===== src/rtl/uart_receiver.sv =====
`timescale 1ns / 1ps
// uart_receiver
//
// Serial-to-parallel UART receiver for 8E1 frames: 1 start bit, 8 data bits LSB first,
// 1 even-parity bit and 1 stop bit. RxD is oversampled at 16x the selected baud rate.
// Each completed frame produces a one-cycle strobe on either Rx_VALID or the error pair,
// one clk after the mid-stop-bit sample.
//
// Parameters:
//   CLK_HZ       system clock frequency; sample-tick divisors are derived from it
//
// Ports:
//   clk          system clock, rising edge
//   reset        asynchronous, active-high reset
//   RxD          serial line input (asynchronous, idles high)
//   baud_select  rate code: 0=300 1=1200 2=4800 3=9600 4=19200 5=38400 6=57600 7=115200
//   Rx_EN        receiver enable; low forces idle and aborts any partial frame
//   Rx_DATA      last received byte, updated on every completed frame
//   Rx_VALID     one-cycle pulse for a frame without parity or stop error
//   Rx_PERROR    one-cycle pulse when the even-parity check fails
//   Rx_FERROR    one-cycle pulse when the stop bit is sampled low

module uart_receiver #(
  parameter int unsigned CLK_HZ = 100000000
) (
  input  logic       clk,
  input  logic       reset,
  input  logic       RxD,
  input  logic [2:0] baud_select,
  input  logic       Rx_EN,
  output logic [7:0] Rx_DATA,
  output logic       Rx_VALID,
  output logic       Rx_PERROR,
  output logic       Rx_FERROR
);

  // round(CLK_HZ / (16 * baud)) with integer arithmetic
  function automatic logic [15:0] tick_div(input int unsigned baud);
    int unsigned d;
    d = (CLK_HZ + 8 * baud) / (16 * baud);
    return d[15:0];
  endfunction

  localparam logic [15:0] Div300    = tick_div(300);
  localparam logic [15:0] Div1200   = tick_div(1200);
  localparam logic [15:0] Div4800   = tick_div(4800);
  localparam logic [15:0] Div9600   = tick_div(9600);
  localparam logic [15:0] Div19200  = tick_div(19200);
  localparam logic [15:0] Div38400  = tick_div(38400);
  localparam logic [15:0] Div57600  = tick_div(57600);
  localparam logic [15:0] Div115200 = tick_div(115200);

  typedef enum logic [2:0] {
    StIdle,
    StStart,
    StData,
    StParity,
    StStop
  } state_e;

  state_e state_q, state_d;

  // Input synchronizer and edge-detect history
  logic rx_meta_q;
  logic rx_s;
  logic rx_prev_q;
  logic fall;

  // Timing and datapath state
  logic [2:0]  baud_q;
  logic [15:0] div_cnt_q;
  logic [15:0] div_max;
  logic        tick;
  logic [3:0]  os_cnt_q;
  logic [2:0]  bit_cnt_q;
  logic [7:0]  shift_q;
  logic        parity_q;

  // FSM-decoded control strobes
  logic start_det;
  logic mid_start;
  logic sample_data;
  logic sample_par;
  logic eval;

  logic perr_calc;
  logic ferr_calc;

  //--------------------------------------------------------------------------
  // Synchronizer: both flops reset to the idle line level so that reset
  // release on an idle line never looks like a start edge.
  //--------------------------------------------------------------------------
  always_ff @(posedge clk or posedge reset) begin
    if (reset) begin
      rx_meta_q <= 1'b1;
      rx_s      <= 1'b1;
      rx_prev_q <= 1'b1;
    end else begin
      rx_meta_q <= RxD;
      rx_s      <= rx_meta_q;
      rx_prev_q <= rx_s;
    end
  end

  assign fall = rx_prev_q & ~rx_s;

  //--------------------------------------------------------------------------
  // Tick generator: divisor chosen by the rate latched at the start edge
  //--------------------------------------------------------------------------
  always_comb begin
    div_max = Div115200 - 16'd1;
    unique case (baud_q)
      3'd0: div_max = Div300    - 16'd1;
      3'd1: div_max = Div1200   - 16'd1;
      3'd2: div_max = Div4800   - 16'd1;
      3'd3: div_max = Div9600   - 16'd1;
      3'd4: div_max = Div19200  - 16'd1;
      3'd5: div_max = Div38400  - 16'd1;
      3'd6: div_max = Div57600  - 16'd1;
      3'd7: div_max = Div115200 - 16'd1;
    endcase
  end

  assign tick = (div_cnt_q == div_max);

  //--------------------------------------------------------------------------
  // FSM: state register
  //--------------------------------------------------------------------------
  always_ff @(posedge clk or posedge reset) begin
    if (reset) begin
      state_q <= StIdle;
    end else begin
      state_q <= state_d;
    end
  end

  //--------------------------------------------------------------------------
  // FSM: next state
  //--------------------------------------------------------------------------
  always_comb begin
    state_d = state_q;
    if (!Rx_EN) begin
      state_d = StIdle;
    end else begin
      unique case (state_q)
        StIdle: begin
          if (fall) state_d = StStart;
        end
        StStart: begin
          // Mid-start sample: a high line here was only a glitch
          if (tick && os_cnt_q == 4'd7) state_d = rx_s ? StIdle : StData;
        end
        StData: begin
          if (tick && os_cnt_q == 4'd15 && bit_cnt_q == 3'd7) state_d = StParity;
        end
        StParity: begin
          if (tick && os_cnt_q == 4'd15) state_d = StStop;
        end
        StStop: begin
          // Leave at mid-stop so a following start edge is never missed
          if (tick && os_cnt_q == 4'd15) state_d = StIdle;
        end
        default: state_d = StIdle;
      endcase
    end
  end

  //--------------------------------------------------------------------------
  // FSM: control outputs
  //--------------------------------------------------------------------------
  always_comb begin
    start_det   = 1'b0;
    mid_start   = 1'b0;
    sample_data = 1'b0;
    sample_par  = 1'b0;
    eval        = 1'b0;
    if (Rx_EN) begin
      unique case (state_q)
        StIdle:   start_det   = fall;
        StStart:  mid_start   = tick && (os_cnt_q == 4'd7);
        StData:   sample_data = tick && (os_cnt_q == 4'd15);
        StParity: sample_par  = tick && (os_cnt_q == 4'd15);
        StStop:   eval        = tick && (os_cnt_q == 4'd15);
        default: ;
      endcase
    end
  end

  //--------------------------------------------------------------------------
  // Counters, rate latch and shift register
  //--------------------------------------------------------------------------
  always_ff @(posedge clk or posedge reset) begin
    if (reset) begin
      baud_q    <= 3'd0;
      div_cnt_q <= 16'd0;
      os_cnt_q  <= 4'd0;
      bit_cnt_q <= 3'd0;
      shift_q   <= 8'h00;
      parity_q  <= 1'b0;
    end else if (state_q == StIdle || !Rx_EN) begin
      // Counters sit at zero while idle so the first tick lands one full
      // divisor period after the start edge.
      div_cnt_q <= 16'd0;
      os_cnt_q  <= 4'd0;
      bit_cnt_q <= 3'd0;
      if (start_det) baud_q <= baud_select;
    end else begin
      div_cnt_q <= tick ? 16'd0 : div_cnt_q + 16'd1;
      if (tick) os_cnt_q <= mid_start ? 4'd0 : os_cnt_q + 4'd1;
      if (sample_data) begin
        shift_q[bit_cnt_q] <= rx_s;
        bit_cnt_q          <= bit_cnt_q + 3'd1;
      end
      if (sample_par) parity_q <= rx_s;
    end
  end

  //--------------------------------------------------------------------------
  // Frame evaluation, registered one clk after the stop sample
  //--------------------------------------------------------------------------
  assign perr_calc = (^shift_q) ^ parity_q;
  assign ferr_calc = ~rx_s;

  always_ff @(posedge clk or posedge reset) begin
    if (reset) begin
      Rx_DATA   <= 8'h00;
      Rx_VALID  <= 1'b0;
      Rx_PERROR <= 1'b0;
      Rx_FERROR <= 1'b0;
    end else begin
      Rx_VALID  <= 1'b0;
      Rx_PERROR <= 1'b0;
      Rx_FERROR <= 1'b0;
      if (eval) begin
        Rx_DATA   <= shift_q;
        Rx_VALID  <= ~perr_calc & ~ferr_calc;
        Rx_PERROR <= perr_calc;
        Rx_FERROR <= ferr_calc;
      end
    end
  end

endmodule


===== config.mk =====
export PLATFORM = sky130hd
export DESIGN_NAME = uart_receiver
export DESIGN_NICKNAME = d
export VERILOG_FILES = /design/src/rtl/uart_receiver.sv
export SDC_FILE = /design/constraint.sdc
export NUM_CORES = 1
export LEC_CHECK = 0
export CAP_MARGIN = 20
export CORE_MARGIN = 8
export CORE_UTILIZATION = 53
export CTS_CLUSTER_DIAMETER = 150
export CTS_CLUSTER_SIZE = 24
export DETAILED_ROUTE_END_ITERATION = 6
export PLACE_DENSITY = 0.75
export SYNTH_ARGS = -nofsm -noshare
export SYNTH_HDL_FRONTEND = slang
export SYNTH_SLANG_ARGS = --single-unit

===== constraint.sdc =====
create_clock -name clk -period 2.7 [get_ports clk]
set_input_delay 0.54 -clock clk [delete_from_list [all_inputs] [get_ports clk]]
set_output_delay 0.54 -clock clk [all_outputs]
set_load 0.02 [all_outputs]

==> metrics <==
hold path start=rx_meta_q; Total GRT Usage=0.162; Tcrit/Tclk final=1.04; Post-Syn Instances=297; post-layout min period=2.80 ns; Max Fclk=0.357 GHz; status=complete, but fails checks; main flop type after synthesis=dfrtp_1; Slew @ Worst Pin=0.465 ns; worst hold endpoint=rx_s; CP Capture Type=flop; ANT cells=0; layout cells sized above 1=0.230; CP peak stage delay=0.65 ns; # DRC=0; Routability Congestion=0.888; Mapped Avg Cell Area=9.85 um^2; total gr overflow=0; final core utilization=0.652; Synth area leaders=dfrtp_1 (42%), xnor2_1 (4.8%), ha_1 (4.3%), mux2_4 (4.1%), nand3_1 (3.9%); critical path fanouts, max=8; #FFs+latches synth=52; Port Buf Inserts=17; R2R depth=7; Yosys top cell area share=0.419; via count=2320; Finish-stage setup viols=9; Clock Skew=0.00741 ns; Row Count=27; Hold Vio Cnt, Final=0; core area=5410 um^2; commonest cells after routing, fill and taps aside=dfrtp_1 (48), buf_4 (32), nor2_1 (29); clk slew on worst S/H paths=0.10 ns; die area=8160 um^2; Worst slew margin=0.687; post-synth top area cell=dfrtp_1; crit path cell chain=buf_4, or2_2, nand3_1, o2111ai_1, or4_4, or4_4, mux2_4; Post-synth EDFFs=0; Worst Path Required=2.90 ns; Setup CP Type=reg2reg; final wirelength=6280 um; FFs w/ async S/R, synth=1.00; Vias/cell=5.59; Net count, final=359; 1st-iter DRT viols=167; Worst R2R Setup Slack=-0.10 ns; syn nets=314; HPWL after DPL=4640 um; Max Transition Viols Final=0; CP most frequent cell=or4_4; drt pass-1 iters=4; type of origin of the critical path=flop; Clock Tree Buf Depth=2; largest net degree at the start of global routing=24; clk sinks=52; slowest CP cell=or4_4; initial antenna violation count=0; vias in the first global route=2251; Mapped Area=2930 um^2; min-delay worst type=reg2reg; CTS Root Cell=clkbuf_8; Skew-Pair Late Insertion Delay=0.31 ns; Power Total=1.77 mW; Netlist cell types=50; first-pass GRT wire length=10900 um; Crit path arrival time=3.00 ns; failing checks=setup timing; CTS tree=yes; Hold Crit Depth=0; PwrDens=503 nW/um^2; CP Launch Point=baud_q[0]; Die Y=90.3 um; wire per inst=15.1 um; Yosys warning count=0; die width=90.3 um; H-tree depth=2; Synth-to-Final Area Change=20.4%; worst reg2reg startpoint=baud_q[0]; maximum vdd drop=306 uV; crit path setup slack, layout=-0.103 ns; Routed Antenna Nets=0; maxcap violations=0; most common cell after layout, fill and taps aside=dfrtp_1; RSZ-0062 raised after global routing=yes; initial core utilization=0.541; register area share after synthesis=0.446; I/O pins=18; Reg2Reg Capture Point=Rx_DATA[2]; Post-CTS Hold Buffers=0; leakage=1.56 nW; CTS buffer count=5
## worst max-delay path, delay by kind of cell, from the launching register on
family	cells	cell delay, ns
multiplexers	1	0.34
AND/OR/NAND/NOR	4	1.60
AO/OA/AOI/OAI	1	0.16
flip-flops	1	0.43
buffers and inverters	1	0.16
## power breakdown
part | total, mW | internal (mW) | switching, mW
logic | 0.398 | 0.201 | 0.198
clock network | 0.555 | 0.281 | 0.274
registers | 0.818 | 0.794 | 0.0239
total | 1.77 | 1.28 | 0.496
## cells by family after synthesis
group	after synthesis	share of synthesized area
mux	21	0.0894
buf+inv	26	0.0393
flops	52	0.446
compound gates	38	0.0868
simple gates	123	0.215
xor+xnor	27	0.0808
fa+ha+maj	10	0.0428
## what timing repair did
item	4_1_cts	5_1_grt
buffers inserted	2	1
cloned	0	0
endpoints found under the setup margin	9	15
resized for setup	1	5
## how the worst max path moves through the flow
stage            endpoint  slack [ns]
2_1_floorplan  Rx_DATA[0]       -0.07
3_3_place_gp   Rx_DATA[2]       -0.02
3_5_place_dp   Rx_DATA[7]       -0.06
4_1_cts        Rx_DATA[4]       -0.08
5_1_grt        Rx_DATA[4]       -0.16
6_report       Rx_DATA[2]       -0.10
## through the flow
step / worst slack, ns / hold WS, ns / area [um^2] / TNS [ns] / cells
6_report: -0.103 / 0.361 / 3520 / -0.802 / 415
5_1_grt: -0.162 / 0.371 / 3520 / -1.32 / 415
4_1_cts: -0.0778 / 0.361 / 3500 / -0.573 / 414
3_5_place_dp: -0.0595 / 0.347 / 3370 / -0.469 / 404
3_3_place_gp: -0.0196 / 0.346 / 3370 / -0.153 / 404
2_1_floorplan: -0.0715 / 0.345 / 2950 / -0.572 / 297
## sequential cells by signal, indices dropped and copies added, names as in the netlist
name,cells
Rx_VALID,1
os_cnt_q,4
div_cnt_q,16
baud_q,3
rx_prev_q,1
Rx_DATA,8
shift_q,8
parity_q,1
state_q,3
rx_meta_q,1
rx_s,1
bit_cnt_q,3
Rx_PERROR,1
Rx_FERROR,1
## synth_stat cells, types with 2 or more instances
library cell and n:
or2_2 2, nor2_1 29, or3_1 4, clkbuf_1 7, nor2b_1 2, o311ai_0 2
xor2_1 11, or4_4 2, mux2_4 8, nand4_1 4, o21ai_1 2, dfstp_2 3
dfrtp_1 49, nand2b_1 5, and3_1 5, and2_1 4, mux2i_1 4, nor3_1 9
o2111ai_1 3, inv_1 14, mux2_2 9, o31ai_1 6, nor4_1 2, o22ai_1 2
a21oi_1 3, o211ai_1 2, nand2_1 22, nand3_1 23, xnor2_1 16, o21ai_0 11
ha_1 10, buf_6 2, nand3b_1 3
## layout make-up
class,count,area [um^2]
Clock inverter,3,46.3
Clock buffer,5,68.8
Inverter,15,56.3
Sequential cell,52,1310
Timing Repair Buffer,49,410
Tap cell,72,90.1
Fill cell,433,1880
Multi-Input combinational cell,219,1550
## layer usage
metal / GRT usage / wire, um / part of all wire / vias to the layer above
li1: - / - / - / 1128
met1: 0.225 / 3070 / 0.49 / 1122
met2: 0.244 / 2810 / 0.45 / 59
met3: 0.0316 / 261 / 0.042 / 11
met4: 0.0583 / 134 / 0.021 / 0
met5: 0 / 0 / 0 / -
Power figures use the tool's default switching activity.
